==> config.mk <==
export PLATFORM = sky130hd
export DESIGN_NAME = mem_bus_ctrl
export DESIGN_NICKNAME = d
export VERILOG_FILES = /design/src/rtl/bus_pkg.sv /design/src/rtl/sync_fifo.sv /design/src/rtl/mem_bus_ctrl.sv
export SDC_FILE = /design/constraint.sdc
export NUM_CORES = 1
export LEC_CHECK = 0
export BUFFER_PORTS_ARGS = -buffer_cell sky130_fd_sc_hd__buf_2
export CELL_PAD_IN_SITES_DETAIL_PLACEMENT = 0
export CELL_PAD_IN_SITES_GLOBAL_PLACEMENT = 1
export CORE_MARGIN = 2
export CORE_UTILIZATION = 35
export DETAILED_ROUTE_END_ITERATION = 7
export PLACE_DENSITY = 0.78
export REMOVE_ABC_BUFFERS = 1
export SLEW_MARGIN = 15
export SYNTH_ARGS = -nofsm -noshare
export SYNTH_HDL_FRONTEND = slang
export SYNTH_SLANG_ARGS = --single-unit
==> constraint.sdc <==
create_clock -name clk -period 5.1 [get_ports clk]
set_input_delay 0.255 -clock clk [delete_from_list [all_inputs] [get_ports clk]]
set_output_delay 0.255 -clock clk [all_outputs]
set_load 0.02 [all_outputs]
==> src/rtl/bus_pkg.sv <==
// Shared definitions for the memory bus controller:
// address map, UART status bits, FSM and target encodings.
package bus_pkg;

  typedef enum logic [2:0] {
    IDLE     = 3'd0,
    SRAM     = 3'd1,
    FLASH_LO = 3'd2,
    FLASH_HI = 3'd3,
    UART     = 3'd4,
    DONE     = 3'd5
  } state_t;

  typedef enum logic [2:0] {
    T_NONE  = 3'd0,
    T_SRAM  = 3'd1,
    T_FLASH = 3'd2,
    T_UDATA = 3'd3,
    T_USTAT = 3'd4
  } tgt_t;

  localparam logic [31:0] SRAM_BASE  = 32'h8000_0000;
  localparam logic [31:0] SRAM_MASK  = 32'hFF80_0000;
  localparam logic [31:0] FLASH_BASE = 32'hBE00_0000;
  localparam logic [31:0] FLASH_MASK = 32'hFF00_0000;
  localparam logic [31:0] UART_DATA  = 32'hBFD0_03F8;
  localparam logic [31:0] UART_STAT  = 32'hBFD0_03FC;

  localparam int ST_TXRDY = 0;
  localparam int ST_RXNE  = 1;
  localparam int ST_OVF   = 2;

  function automatic tgt_t decode(input logic [31:0] a);
    tgt_t t;
    t = T_NONE;
    if ((a & SRAM_MASK) == SRAM_BASE) t = T_SRAM;
    else if ((a & FLASH_MASK) == FLASH_BASE) t = T_FLASH;
    else if (a == UART_DATA) t = T_UDATA;
    else if (a == UART_STAT) t = T_USTAT;
    return t;
  endfunction

endpackage

==> src/rtl/sync_fifo.sv <==
// Small synchronous FIFO; a push into a full FIFO is
// accepted only when a pop happens in the same cycle.
module sync_fifo #(
  parameter int WIDTH = 8,
  parameter int DEPTH = 4
) (
  input  logic             clk,
  input  logic             rst,
  input  logic             push,
  input  logic             pop,
  input  logic [WIDTH-1:0] din,
  output logic [WIDTH-1:0] dout,
  output logic             full,
  output logic             empty
);

  localparam int AW = $clog2(DEPTH);

  logic [WIDTH-1:0] mem [DEPTH];
  logic [AW:0] wp, rp;
  logic do_push, do_pop;

  assign empty   = wp == rp;
  assign full    = (wp[AW] != rp[AW]) &&
                   (wp[AW-1:0] == rp[AW-1:0]);
  assign do_pop  = pop && !empty;
  assign do_push = push && (!full || do_pop);
  assign dout    = mem[rp[AW-1:0]];

  always_ff @(posedge clk or posedge rst) begin
    if (rst) begin
      wp <= '0;
      rp <= '0;
    end else begin
      if (do_push) wp <= wp + 1'b1;
      if (do_pop)  rp <= rp + 1'b1;
    end
  end

  always_ff @(posedge clk) begin
    if (do_push) mem[wp[AW-1:0]] <= din;
  end

endmodule

==> src/rtl/mem_bus_ctrl.sv <==
// Memory bus controller: arbitrates IF/MEM masters onto SRAM,
// flash and UART; one transaction at a time, ack in DONE.
module mem_bus_ctrl
  import bus_pkg::*;
#(
  parameter int SRAM_WAIT  = 1,
  parameter int FLASH_WAIT = 3,
  parameter int RX_DEPTH   = 4
) (
  input  logic        clk,
  input  logic        rst,
  input  logic        if_req,
  input  logic [31:0] if_addr,
  output logic [31:0] if_rdata,
  output logic        if_ack,
  input  logic        mem_req,
  input  logic        mem_we,
  input  logic [3:0]  mem_sel,
  input  logic [31:0] mem_addr,
  input  logic [31:0] mem_wdata,
  output logic [31:0] mem_rdata,
  output logic        mem_ack,
  output logic        ram_bank,
  output logic [19:0] ram_addr,
  output logic [3:0]  ram_be_n,
  output logic        ram_ce_n,
  output logic        ram_oe_n,
  output logic        ram_we_n,
  output logic [31:0] ram_dq_o,
  output logic        ram_dq_oe,
  input  logic [31:0] ram_dq_i,
  output logic [22:0] flash_a,
  output logic        flash_ce_n,
  output logic        flash_oe_n,
  input  logic [15:0] flash_d_i,
  input  logic [7:0]  rx_data,
  input  logic        rx_ready,
  output logic [7:0]  tx_data,
  output logic        tx_start,
  input  logic        tx_busy
);

  localparam logic [7:0] SW = 8'(SRAM_WAIT);
  localparam logic [7:0] FW = 8'(FLASH_WAIT);

  state_t state, state_n;
  tgt_t tgt_q, tgt_n;
  logic [7:0]  cnt;
  logic        own_mem, we_q;
  logic        req_any, req_we, tx_wr;
  logic [3:0]  sel_q;
  logic [21:0] a_q;
  logic [31:0] wd_q, rd_n;
  logic [15:0] lo_q;
  logic        ovf_q, ovf_set, stat_rd;
  logic        rx_pop, rx_full, rx_empty;
  logic [7:0]  rx_head;

  assign req_any = mem_req | if_req;
  assign req_we  = mem_req & mem_we;
  assign tx_wr   = (tgt_q == T_UDATA) && we_q;
  assign ovf_set = rx_ready && rx_full && !rx_pop;

  // IF never touches the UART: its accesses there act unmapped
  always_comb begin
    tgt_n = decode(mem_req ? mem_addr : if_addr);
    if (!mem_req && (tgt_n == T_UDATA || tgt_n == T_USTAT))
      tgt_n = T_NONE;
  end

  always_ff @(posedge clk or posedge rst) begin
    if (rst) begin
      state <= IDLE;
      cnt   <= '0;
    end else begin
      state <= state_n;
      cnt   <= (state_n != state) ? '0 : cnt + 8'd1;
    end
  end

  always_comb begin
    state_n = state;
    unique case (state)
      IDLE: if (req_any) begin
        if (tgt_n == T_SRAM) state_n = SRAM;
        else if (tgt_n == T_FLASH && !req_we) state_n = FLASH_LO;
        else state_n = UART;
      end
      SRAM:     if (cnt == SW) state_n = DONE;
      FLASH_LO: if (cnt == FW) state_n = FLASH_HI;
      FLASH_HI: if (cnt == FW) state_n = DONE;
      UART:     if (!tx_wr || tx_start) state_n = DONE;
      DONE:     state_n = IDLE;
      default:  state_n = IDLE;
    endcase
  end

  always_comb begin
    ram_ce_n   = 1'b1;
    ram_oe_n   = 1'b1;
    ram_we_n   = 1'b1;
    ram_dq_oe  = 1'b0;
    ram_be_n   = 4'hF;
    flash_ce_n = 1'b1;
    flash_oe_n = 1'b1;
    if_ack     = 1'b0;
    mem_ack    = 1'b0;
    rx_pop     = 1'b0;
    stat_rd    = 1'b0;
    rd_n       = '0;
    unique case (state)
      SRAM: begin
        ram_ce_n  = 1'b0;
        ram_be_n  = ~sel_q;
        ram_oe_n  = we_q;
        ram_we_n  = !we_q || cnt == SW;
        ram_dq_oe = we_q;
        if (!we_q) rd_n = ram_dq_i;
      end
      FLASH_LO: begin
        flash_ce_n = 1'b0;
        flash_oe_n = 1'b0;
      end
      FLASH_HI: begin
        flash_ce_n = 1'b0;
        flash_oe_n = 1'b0;
        rd_n       = {flash_d_i, lo_q};
      end
      UART: if (!we_q) begin
        if (tgt_q == T_UDATA) begin
          rx_pop    = !rx_empty;
          rd_n[7:0] = rx_empty ? 8'h00 : rx_head;
        end
        if (tgt_q == T_USTAT) begin
          stat_rd        = 1'b1;
          rd_n[ST_OVF]   = ovf_q;
          rd_n[ST_RXNE]  = !rx_empty;
          rd_n[ST_TXRDY] = !tx_busy;
        end
      end
      DONE: begin
        if_ack  = !own_mem;
        mem_ack = own_mem;
      end
      default: ;
    endcase
  end

  assign ram_bank = a_q[20];
  assign ram_addr = a_q[19:0];
  assign ram_dq_o = wd_q;
  assign flash_a  = {a_q, state == FLASH_HI};

  always_ff @(posedge clk or posedge rst) begin
    if (rst) begin
      own_mem   <= 1'b0;
      we_q      <= 1'b0;
      tgt_q     <= T_NONE;
      sel_q     <= '0;
      a_q       <= '0;
      wd_q      <= '0;
      lo_q      <= '0;
      tx_data   <= '0;
      tx_start  <= 1'b0;
      if_rdata  <= '0;
      mem_rdata <= '0;
      ovf_q     <= 1'b0;
    end else begin
      if (state == IDLE && req_any) begin
        own_mem <= mem_req;
        we_q    <= req_we;
        tgt_q   <= tgt_n;
        sel_q   <= mem_req ? mem_sel : 4'hF;
        a_q     <= mem_req ? mem_addr[23:2] : if_addr[23:2];
        wd_q    <= mem_req ? mem_wdata : '0;
        if (req_we && tgt_n == T_UDATA) tx_data <= mem_wdata[7:0];
      end
      if (state == FLASH_LO && cnt == FW) lo_q <= flash_d_i;
      // rdata only changes on the edge into this master's ack
      if (state_n == DONE) begin
        if (own_mem) mem_rdata <= rd_n;
        else         if_rdata  <= rd_n;
      end
      tx_start <= state == UART && tx_wr && !tx_busy && !tx_start;
      if (ovf_set)      ovf_q <= 1'b1;
      else if (stat_rd) ovf_q <= 1'b0;
    end
  end

  sync_fifo #(
    .WIDTH (8),
    .DEPTH (RX_DEPTH)
  ) u_rx_fifo (
    .clk   (clk),
    .rst   (rst),
    .push  (rx_ready),
    .pop   (rx_pop),
    .din   (rx_data),
    .dout  (rx_head),
    .full  (rx_full),
    .empty (rx_empty)
  );

endmodule

# ---- Word level (Yosys, flattened, before mapping)
# Memories as Yosys holds them, arrays and structs flattened.
# Cells that the tools add are included.
dict set report totals {
  inputBits 163
  elab_cells 124
  out_inout_bits 161
  ramBits 32
  ff_bits 170
  mem_bits_ro 0
  latch_bits 0
  mem_count 1
}
# name depth word_bits rd rd_clocked_by_memory_dff write_ports line
set memory_table {}
lappend memory_table {u_rx_fifo.mem 4 8 1 0 1 sync_fifo.sv:19} ;# logic [WIDTH-1:0] mem [DEPTH];
dict set report op_classes {
  mux 43
  eq_ne 23
  bitwise_logic 4
  add_sub_neg 3
  magnitude_cmp 0
  reduce_logical 34
  n_mul 0
  n_div 0
  shifts 0
}
# operator n
set ops {}
lappend ops {{2-to-1 mux 32 bit} 3}
lappend ops {{equality test 32 bit, second input constant} 2}
lappend ops {{one-hot mux 24 bit (2 select lines)} 1}
lappend ops {{2-to-1 mux 3 bit} 13}
lappend ops {{2-to-1 mux 8 bit} 4}
lappend ops {{one-hot mux 8 bit (3 select lines)} 1}
lappend ops {{2-to-1 mux 22 bit} 1}
lappend ops {{equality test 3 x 2 -> 1 bit, second input constant} 6}
lappend ops {{2-to-1 mux 1 bit} 17}
lappend ops {{equality test 3 bit, second input constant} 5}
lappend ops {{one-hot mux 3 bit (5 select lines)} 1}
lappend ops {{logical AND 1 bit} 14}
lappend ops {{zero test 1 bit} 10}
lappend ops {{equality test 9 bit, second input constant} 1}
lappend ops {{adder 8 x 1 -> 8 bit, second input constant} 1}
lappend ops {{equality test 8 x 1 -> 1 bit, second input constant} 1}
lappend ops {{equality test 8 x 2 -> 1 bit, second input constant} 1}
lappend ops {{equality test 8 bit, second input constant} 1}
lappend ops {{2-to-1 mux 4 bit} 2}
lappend ops {{adder 3 x 1 -> 3 bit, second input constant} 2}
lappend ops {{equality test 3 x 1 -> 1 bit, second input constant} 2}
lappend ops {{AND reduction 2 bit} 3}
lappend ops {{logical OR 1 bit} 4}
lappend ops {{NOT 4 bit} 1}
lappend ops {{other kinds (10)} 10}

# ---- Depth between registers and ports, before layout
# Gate-level depths: netlist of run 1.
dict set report depth {
  depth_word 18
  mapped_depth 8
  ltp_nobuf 6
}

# ---- By module
# A second synthesis of run 1 with hierarchy kept.
dict set report unflattened {
  cells_unflattened 688
  area_unflattened_um2 9181.3
}
# module seq_area_each_um2 area_per_inst_um2 instances cells_per_inst
set modules_own_cells {}
lappend modules_own_cells {mem_bus_ctrl 4103.9 7529.7 1 610}
lappend modules_own_cells {sync_fifo 1111.1 1651.6 1 78}

# ---- Worst setup path before layout of run 1
# No wires, ideal clock.
dict set report synth_path {
  path_type {reg-to-output}
  from {register state[1]}
  to {output port ram_we_n}
  path_buffers 3
  slack_ns 2.940
  required_time_ns 4.845
  stages_incl_launch_ff 8
  arrival_time_ns 1.905
  cell_sequence {dfrtp_1 -> buf_2 -> clkbuf_1 -> clkbuf_1 -> nor2_1 -> inv_1 -> nor2_1 -> nand2_1}
}
dict set report synth_between {
  elab_chain_len 2
}
# element line
set synth_lines {}
lappend synth_lines {{from (decl)} mem_bus_ctrl.sv:46} ;# state_t state, state_n;
lappend synth_lines {{from (signal assigned)} mem_bus_ctrl.sv:76} ;# state <= state_n;
lappend synth_lines {{equality test 3 x 1 -> 1 bit} mem_bus_ctrl.sv:111} ;# unique case (state)
lappend synth_lines {{2-to-1 mux 1 bit} mem_bus_ctrl.sv:111}
lappend synth_lines {{to (decl)} mem_bus_ctrl.sv:28} ;# output logic ram_we_n,
# No other way between the ends.

# ---- Worst setup path in the final report of run 1
dict set report layout_path {
  from {register state[0]}
  to {output port ram_we_n}
}
# The elaborated chain is that of the path after synthesis.

==> results of run 1 <==
-- cell usage in the layout (no fill, tap or decap), drive strengths merged, types with 20 or more instances in the layout --
master,count
buf,331
edfxtp,32
mux2,90
nand2,46
clkbuf,27
a22oi,31
mux2i,21
inv,20
o21ai,35
a22o,32
dfrtp,170
nor2,46
dlygate4sd3,63
-- synthesized netlist by cell type (3+ instances only) --
cell	number	area share [%]
and3_1	9	0.61
ha_1	7	0.95
mux2i_1	21	2.3
xnor2_1	3	0.29
edfxtp_1	32	10
buf_6	4	0.49
nor2_1	46	1.9
buf_4	22	1.8
mux4_2	8	2.0
xor2_1	10	0.95
nand2b_1	7	0.48
buf_2	13	0.71
a22o_1	32	3.0
mux2_2	58	7.1
a22oi_1	31	2.5
nand3_1	14	0.76
dfrtp_1	170	46
nor4_1	14	0.95
mux2_1	32	3.9
o22a_1	6	0.57
o21ai_0	35	1.9
o21a_1	3	0.24
and2_1	6	0.41
clkbuf_1	22	0.90
a21oi_1	5	0.27
inv_1	19	0.78
nand2_1	46	1.9
-- state kept, by name, indices dropped and copies added, names as in the netlist, 4 cells and up --
| name | cells |
|---|---|
| a_q | 22 |
| cnt | 8 |
| if_rdata | 32 |
| lo_q | 16 |
| mem_rdata | 32 |
| ram_dq_o | 32 |
| sel_q | 4 |
| tx_data | 8 |
| u_rx_fifo.mem | 32 |
-- per-stage QoR --
stage | instances | hold WS [ns] | setup WS [ns] | instance area [um2]
global placement | 1334 | 0.435 | 2.14 | 11000
finish | 1440 | 0.0381 | 1.81 | 12400
floorplan | 668 | 0.325 | 0.206 | 8830
global route | 1440 | 0.0545 | 1.55 | 12400
detailed placement | 1334 | 0.435 | 2.06 | 11000
CTS | 1438 | 0.0208 | 1.76 | 12400
-- cell families after synthesis --
kind of cell / after synthesis / synth area share [%]
buf+inv: 81 / 4.72
mux: 119 / 15.3
fa+ha+maj: 7 / 0.952
flops: 202 / 56.7
simple gates: 171 / 10.0
xor+xnor: 13 / 1.24
compound gates: 137 / 11.1
-- final cells by class --
cell class                      instances  area (um2)  share of cell area (%)
Sequential cell                       202        5220                    42.1
Multi-Input combinational cell        447        3570                    28.8
Timing Repair Buffer                  394        2310                    18.6
Clock buffer                           27         601                    4.85
Tap cell                              335         419                    3.39
Clock inverter                         14         188                    1.52
Inverter                               19        76.3                   0.617
Antenna cell                            2        5.00                  0.0404
-- report_power, final --
part           leakage, uW  internal, uW  switching (uW)
sequential         0.00249          2160             343
clock             0.000385          1050             678
combinational      0.00326          1010            1660
-- per-layer routing --
layer | share of wire (%) | GRT usage [%] | wire (um)
met1 | 43 | 24.3 | 11500
met2 | 48 | 31.4 | 12700
met3 | 5.0 | 3.29 | 1320
met4 | 3.6 | 6.84 | 949
met5 | 0 | 0 | 0
-- worst paths after layout --
kind / from / slack [ns] / end / depth (start not counted)
worst max-delay path: state[0] / 1.81 / ram_we_n / 6
worst min-delay path: mem_addr[23] / 0.04 / a_q[21] / 3
worst max register to register: state[2] / 2.10 / if_rdata[1] / 5
worst min register to register: if_rdata[8] / 0.48 / if_rdata[8] / 1
max in group asynchronous: rst / 3.50 / mem_rdata[13] / 4
min in group asynchronous: rst / 0.42 / ram_dq_o[2] / 3
-- repair_timing --
action / 4_1_cts / 5_1_grt
hold buffers: 63 / 0
hold endpoints to repair: 168 / 0
resized for setup: 0 / 0
-- worst max-delay path, cell delays in order, from the launching register on --
cell,delay [ns]
dfrtp_1,0.63
nand2b_1,0.72
nor2_1,0.70
inv_1,0.11
nor2_1,0.14
nand2_1,0.07
buf_2,0.15
==> metrics.md, run 1 <==
| Metric | Value |
|---|---|
| CTS root buffer | clkbuf_16 |
| # DRC | 0 |
| Async SR Flop Fraction | 84.2% |
| Antenna Nets Post-Route | 0 |
| RSZ-0062 raised after global routing | false |
| Die width | 166 um |
| First-pass GRT wire length | 41500 um |
| Crit start category | flip-flop |
| Die area | 0.0276 mm2 |
| Worst Skew | 0.0186 ns |
| CP arrival | 3.03 ns |
| Peak VDD IR | 0.315 mV |
| Syn avg cell area | 12.6 um2 |
| Main synth FF type | dfrtp_1 |
| Power per cell area | 557 mW/mm2 |
| Hold/Removal Path Class | input pin to flip-flop |
| #FFs+latches synth | 202 |
| Worst-case clock buffer depth | 3 |
| Vias in the first global route | 7526 |
| Nets | 1257 |
| Number of synthesized flops with an enable pin | 32 |
| Total CTS buffers | 23 |
| Hold Vio Cnt, Final | 0 |
| H-tree depth | 1 |
| Leak | 0.00613 uW |
| Fillcell total | 2372 |
| Io pins | 324 |
| Slew Viols, Final | 0 |
| CP Max Fanout | 27 |
| Global route overflow | 0 |
| Nature of the critical path endpoint | output pin |
| CTS clk-pin slew, worst paths | 0.06 ns |
| Worst slew pin tran | 1.14 ns |
| Largest net degree at the start of global routing | 77 |
| Die Ht | 166 um |
| Required time worst endpoint | 4.85 ns |
| FMAX | 304 MHz |
| Final setup viols | 0 |
| Post-DP HPWL | 18700 um |
| Max-cap violations | 0 |
| Status | finished clean |
| Initial core utilization | 35.5% |
| Row cnt | 59 |
| Synth Warn # | 0 |
| RePlAce Congestion | 0.873 |
| Clock latency on the worst-skew pair | 0.52 ns |
| Seq/Total Area, Yosys | 56.7% |
| Core ar. | 0.0259 mm2 |
| Synth cell types | 67 |
| Initial antenna violation count | 2 |
| Part of the cycle the worst path needs | 64.5% |
| PortBufs | 323 |
| CP Class | flip-flop to output pin |
| DRT Pass-1 Iters | 5 |
| Sink Count | 202 |
| Routed len/inst | 18.4 um |
| Total GRT Usage | 18.7% |
| Layout cell share with drive strength beyond 1 | 40.5% |
| Final Power | 6900 uW |
| Max-slew headroom | 23.7% |
| Postcts setup bufs | 0 |
| DR iter-0 viols | 415 |
| Total Routed Length | 26500 um |
| Area grow syn2layout | 34.6% |
| Post-Syn Area | 0.00920 mm2 |
| Setup TNS | 0 ns |
| Final Core Density | 47.8% |
| CTS tree | yes |
| Via Count | 7172 |
| Post-layout min period | 3.29 ns |
| Drt via density | 4.98 |
| Gate Count Post-Synth | 730 |
(Power assumes the default switching activity.)
==> inputs of run 2 (changes only) <==
==> constraint.sdc (replaced) <==
create_clock -name clk -period 2.7 [get_ports clk]
set_input_delay 0.135 -clock clk [delete_from_list [all_inputs] [get_ports clk]]
set_output_delay 0.135 -clock clk [all_outputs]
set_load 0.02 [all_outputs]
==> run 2 against run 1 <==
Effect of this change:
- clock skew grew 0.0065 ns
- die area is the same
- clock power grew 89%
- register-to-register slack lost 1.8 ns
- sequential power grew 88%
- clock-buffer cell count grew 1
- setup slack lost 1.6 ns
- first-iteration DRC count grew 8.4%
- critical path type unchanged
- critical endpoint unchanged
- largest power group unchanged
- highest routed layer unchanged
==> metrics.md, run 2 (same netlist as run 1, synthesis figures left out) <==
| Metric | Value |
|---|---|
| CP arrival | 2.31 ns |
| Fillcell total | 2288 |
| Largest net degree at the start of global routing | 76 |
| Nets | 1318 |
| Min-delay src | ram_dq_i[3] |
| Vias in the first global route | 7860 |
| Commonest cells after routing, fill and taps aside | 323 x buf_2, 170 x dfrtp_1, 109 x dlygate4sd3_1, 58 x mux2_2, 46 x nand2_1 |
| Final setup viols | 0 |
| CP Class | flip-flop to output pin |
| Slowest Stage Delay on Critical Path | 0.64 ns |
| Total CTS buffers | 24 |
| Drt via density | 5.00 |
| Die width | 166 um |
| Power per cell area | 1020 mW/mm2 |
| CTS root buffer | clkbuf_16 |
| Total Routed Length | 27300 um |
| Die Ht | 166 um |
| Hold depth | 4 |
| CP Cell Sequence | nand2b_1, buf_4, nor2_2, inv_1, nor2_1, nand2_1, buf_2 |
| Leak | 0.00642 uW |
| CP Max Fanout | 11 |
| Post-Layout Cell Count | 1503 |
| Area grow syn2layout | 41.5% |
| Layout cell share with drive strength beyond 1 | 40.0% |
| Routed len/inst | 18.2 um |
| Placed insts | 1348 |
| Crit start category | flip-flop |
| RSZ-0062 raised after global routing | false |
| # DRC | 0 |
| Via Count | 7522 |
| FF-to-FF path depth | 7 |
| Hold_ws | 0.0191 ns |
| Core ar. | 0.0259 mm2 |
| R2R setup slack | 0.27 ns |
| Register area | 0.00522 mm2 |
| Buf+Inv Stages, Crit Path | 3 |
| Crit path max-delay family | simple AND/OR/NAND/NOR gates |
| Required time worst endpoint | 2.57 ns |
| DR iter-0 viols | 450 |
| Min-Delay Endpoint | if_rdata[3] |
| Worst slew pin tran | 1.16 ns |
| PortBufs | 323 |
| H-tree depth | 1 |
| Max-cap violations | 0 |
| Row cnt | 59 |
| Most common cell after layout, fill and taps aside | buf_2 |
| Peak VDD IR | 0.571 mV |
| Multi-input logic area | 0.00357 mm2 |
| Slowest cell on crit path | dfrtp_1 |
| Max-slew headroom | 22.4% |
| Hold/Removal Path Class | input pin to flip-flop |
| Slew Viols, Final | 0 |
| RePlAce Congestion | 0.883 |
| Critical R2R Capture | if_rdata[19] |
| FMAX | 409 MHz |
| Worst Skew | 0.0251 ns |
| Nature of the critical path endpoint | output pin |
| Total GRT Usage | 19.4% |
| Clock latency on the worst-skew pair | 0.53 ns |
| Part of the cycle the worst path needs | 90.6% |
| Die area | 0.0276 mm2 |
| Status | finished clean |
| Worst R2R Start | cnt[0] |
| Post-DP HPWL | 19300 um |
| Initial antenna violation count | 1 |
| Antenna Nets Post-Route | 0 |
| Io pins | 324 |
| DRT Pass-1 Iters | 5 |
| Post-layout min period | 2.45 ns |
| Worst-case clock buffer depth | 3 |
| Global route overflow | 0 |
| Hold Vio Cnt, Final | 0 |
| CTS clk-pin slew, worst paths | 0.06 ns |
| Sink Count | 202 |
| CTS tree | yes |
| First-pass GRT wire length | 43300 um |
| Initial core utilization | 35.5% |
-- run 2: cell count changes in the layout (fill, tap and decap cells not counted), moves of 2 or more --
| cell | before | now |
|---|---|---|
| buf_4 | 8 | 18 |
| dlygate4sd3_1 | 63 | 109 |
| clkinv_2 | 4 | 6 |
| clkinv_4 | 1 | 3 |
| buf_12 | 0 | 4 |
-- run 2: per-layer routing --
metal | wire (um) | vias up | global-route usage [%]
met1 | 11700 | 3718 | 25.1
met4 | 871 | 0 | 6.84
met3 | 1370 | 58 | 3.43
met2 | 13400 | 236 | 33.0
li1 | - | 3510 | -
met5 | 0 | - | 0
-- run 2: through the flow --
stage	area, um2	setup TNS [ns]	power, uW	worst slack (ns)	util (%)
floorplan	8830	-470.73	7840	-2.07	-
global placement	11100	0	9830	0.261	42.9
detailed placement	11100	0	9920	0.225	42.9
CTS	13000	0	13400	0.0160	50.2
global route	13000	0	14000	0.0280	50.2
finish	13000	0	13300	0.254	50.2
-- run 2: cell type report --
type	count	area share, %
inverter	19	0.587
clock buffer	28	4.81
clock inverter	16	1.37
antenna	2	0.0385
multi-input combinational	447	27.4
tap	335	3.22
timing repair buffer	454	22.5
sequential	202	40.1
-- run 2: worst max path at each step --
stage / startpoint / end / slack [ns] / cells past startpoint
after floorplan: if_req / cnt[2] / -2.07 / 4
after global placement: mem_req / tx_data[7] / 0.26 / 7
after detailed placement: mem_req / tx_data[7] / 0.23 / 7
after CTS: state[0] / ram_we_n / 0.02 / 7
after global routing: state[0] / ram_we_n / 0.03 / 7
final: state[0] / ram_we_n / 0.25 / 7
-- run 2: what timing repair did --
action                     CTS  global route
gates resized for setup      0             1
hold endpoints to repair   160             0
hold buffers               109             0
setup buffers                0             0
setup endpoints to repair    0             2
-- run 2: power breakdown --
part	switching [uW]	internal, uW	total [uW]
combinational	3240	2060	5300
clock	1320	1960	3270
sequential	631	4080	4710
total	5180	8100	13300
-- run 2: worst register-to-register path, delay by kind of cell, from the launching register on --
family / cells / cell delay (ns)
DFF: 1 / 0.43
and+or+nand+nor: 3 / 0.65
adders and majority gates: 1 / 0.37
buffers and inverters: 1 / 0.25
muxes: 1 / 0.39
AOI/OAI and AO/OA: 1 / 0.22
==> inputs of run 3 (changes only) <==
--- a/config.mk
+++ b/config.mk
@@ -5,11 +5,12 @@
 export SDC_FILE = /design/constraint.sdc
 export NUM_CORES = 1
 export LEC_CHECK = 0
+export ABC_AREA = 1
 export BUFFER_PORTS_ARGS = -buffer_cell sky130_fd_sc_hd__buf_2
 export CELL_PAD_IN_SITES_DETAIL_PLACEMENT = 0
 export CELL_PAD_IN_SITES_GLOBAL_PLACEMENT = 1
 export CORE_MARGIN = 2
-export CORE_UTILIZATION = 35
+export CORE_UTILIZATION = 33
 export DETAILED_ROUTE_END_ITERATION = 7
 export PLACE_DENSITY = 0.78
 export REMOVE_ABC_BUFFERS = 1
==> run 3 against run 2 <==
Effect of this change:
- clock skew decreased by 0.010 ns
- worst hold slack improved by 0.0037 ns
- synthesized cell count rose by 48%
==> metrics.md, run 3 <==
| Metric | Value |
|---|---|
| Number of synthesized flops with an enable pin | 32 |
| Die width | 174 um |
| Crit start category | flip-flop |
| Vias in the first global route | 8740 |
| CTS clk-pin slew, worst paths | 0.06 ns |
| Worst-case clock buffer depth | 3 |
| Initial core utilization | 33.3% |
| Placed insts | 1726 |
| Final setup viols | 0 |
| Antenna Nets Post-Route | 0 |
| Sink Count | 202 |
| Total CTS buffers | 24 |
| Slew Viols, Final | 0 |
| Power per cell area | 1010 mW/mm2 |
| PortBufs | 323 |
| Area grow syn2layout | 36.3% |
| Clock latency on the worst-skew pair | 0.52 ns |
| Global route overflow | 0 |
| RSZ-0062 raised after global routing | false |
| GRT met1 Usage | 25.5% |
| Part of the cycle the worst path needs | 90.1% |
| Synth area leader | dfrtp_1 |
| CP Class | flip-flop to flip-flop |
| Die area | 0.0303 mm2 |
| Top-area cell type share of the netlist area | 44.6% |
| Nets | 1628 |
| Nature of the critical path endpoint | flip-flop |
| CTS tree | yes |
| Main synth FF type | dfrtp_1 |
| Worst slew pin tran | 0.767 ns |
| #FFs+latches synth | 202 |
| Commonest cells after routing, fill and taps aside | 382 x nand2_1, 323 x buf_2, 170 x dfrtp_1, 90 x dlygate4sd3_1, 70 x nand4_1 |
| Synth top area cells | dfrtp_1 45%, nand2_1 15%, edfxtp_1 10% |
| Max-cap violations | 0 |
| Hold Vio Cnt, Final | 0 |
| GR Util met2 | 33.6% |
| CP Max Fanout | 11 |
| Comb power frac | 40.7% |
| Post-Layout Cell Count | 1860 |
| Total Routed Length | 30900 um |
| Layout cell share with drive strength beyond 1 | 28.0% |
| CTS root buffer | clkbuf_16 |
| Area after DPL | 0.0113 mm2 |
| Peak VDD IR | 0.599 mV |
| Post-layout min period | 2.43 ns |
| Worst Skew | 0.0151 ns |
| CTS resizes | 0 |
| RePlAce Congestion | 0.833 |
| Synth Warn # | 0 |
| Routed len/inst | 16.6 um |
| DRT Pass-1 Iters | 5 |
| Switching Fraction | 42.4% |
| Post-Syn Area | 0.00955 mm2 |
| Core ar. | 0.0286 mm2 |
| Drt via density | 4.83 |
| Leak | 0.00686 uW |
| # DRC | 0 |
| Most common cell after layout, fill and taps aside | nand2_1 |
| FMAX | 411 MHz |
| Setup TNS | 0 ns |
| Most frequent cell after synthesis | nand2_1 |
| Hold/Removal Path Class | input pin to flip-flop |
| CP arrival | 2.57 ns |
| Max-slew headroom | 48.7% |
| Busiest grt layer | met2 |
| Int Power | 7570 uW |
| Via Count | 8993 |
| Status | finished clean |
| Die Ht | 174 um |
| Syn avg cell area | 8.86 um2 |
| Hold_ws | 0.0228 ns |
| Initial antenna violation count | 0 |
| Post-route cell area | 0.0130 mm2 |
| DR iter-0 viols | 599 |
| Met3 Track Usage GR | 3.96% |
| Synth cell types | 37 |
| H-tree depth | 1 |
| First-pass GRT wire length | 48300 um |
| Clock Power Share | 24.6% |
| Async SR Flop Fraction | 84.2% |
| Commonest cells post-synth | 382 x nand2_1, 170 x dfrtp_1, 70 x nand4_1 |
| Post-DP HPWL | 22000 um |
| Row cnt | 62 |
| Total GRT Usage | 19.9% |
| Final Core Density | 45.5% |
| Required time worst endpoint | 2.84 ns |
| Sw Pwr | 5580 uW |
| Sequential power share | 34.7% |
| Io pins | 324 |
| Largest net degree at the start of global routing | 71 |
| Gate Count Post-Synth | 1077 |
| Seq/Total Area, Yosys | 54.6% |
run 3: power by group through the flow:
stage                     Clock, uW  Combinational, uW  Sequential [uW]
after floorplan                   0               2060             5580
after global placement            0               5250             4590
after detailed placement          0               5300             4600
after CTS                      3320               5400             4570
after global routing           3440               5820             4680
final                          3230               5360             4570
run 3: timing repair:
action / CTS / global route
hold endpoints to repair: 181 / 0
hold buffers: 90 / 0
setup buffers: 0 / 0
setup endpoints to repair: 0 / 0
run 3: kinds of logic (layout without fill, tap and decap cells):
logic type                 after synthesis  after routing  synth area share, %
buffers and inverters                  152            550                 8.36
adders and majority gates                7              7                0.918
xor gates and xnor gates                 9              9                0.826
AOI/OAI and AO/OA                      144            144                 10.0
other                                    0              1                    0
and+or+nand+nor                        562            562                 25.1
DFF                                    202            202                 54.6
muxes                                    1              1                0.105
run 3: final cells by class:
type                    count  area [um2]
well taps                 384         480
diodes                      1        2.50
multi-input cells         723        3530
flip-flops and latches    202        5220
clock buffers              31         658
fillers                  2844       15600
repair buffers            438        2730
clock inverters            12         126
inverters                  69         264
run 3: metrics by stage:
step | setup slack, ns | total power (uW)
floorplan | -2.04 | 7640
global placement | 0.211 | 9840
detailed placement | 0.227 | 9900
CTS | 0.211 | 13300
global route | 0.0306 | 13900
finish | 0.267 | 13200
run 3: final timing paths:
check | startpoint | end | slack (ns) | depth (start not counted)
max | u_rx_fifo.rp[1] | u_rx_fifo.mem[1][1] | 0.27 | 7
min | ram_dq_i[31] | if_rdata[31] | 0.02 | 5
max reg2reg | u_rx_fifo.rp[1] | u_rx_fifo.mem[1][1] | 0.27 | 7
min reg2reg | if_rdata[9] | if_rdata[9] | 0.46 | 2
max in group asynchronous | rst | if_rdata[4] | 1.66 | 4
min in group asynchronous | rst | if_rdata[0] | 0.30 | 3
run 3: layer usage:
layer	part of all wire, %	vias up	routed length [um]
met5	0	-	0
met4	3.8	0	1170
met3	6.9	62	2140
met2	47	377	14600
met1	42	4223	13100
li1	-	4331	-
run 3: critical path, stage by stage (launching register included):
cell     delay [ns]
dfrtp_1        0.53
inv_1          0.33
nand2_1        0.11
nand4_1        0.12
nand2_1        0.12
nand2_1        0.08
nand2_1        0.14
nor2_1         0.63
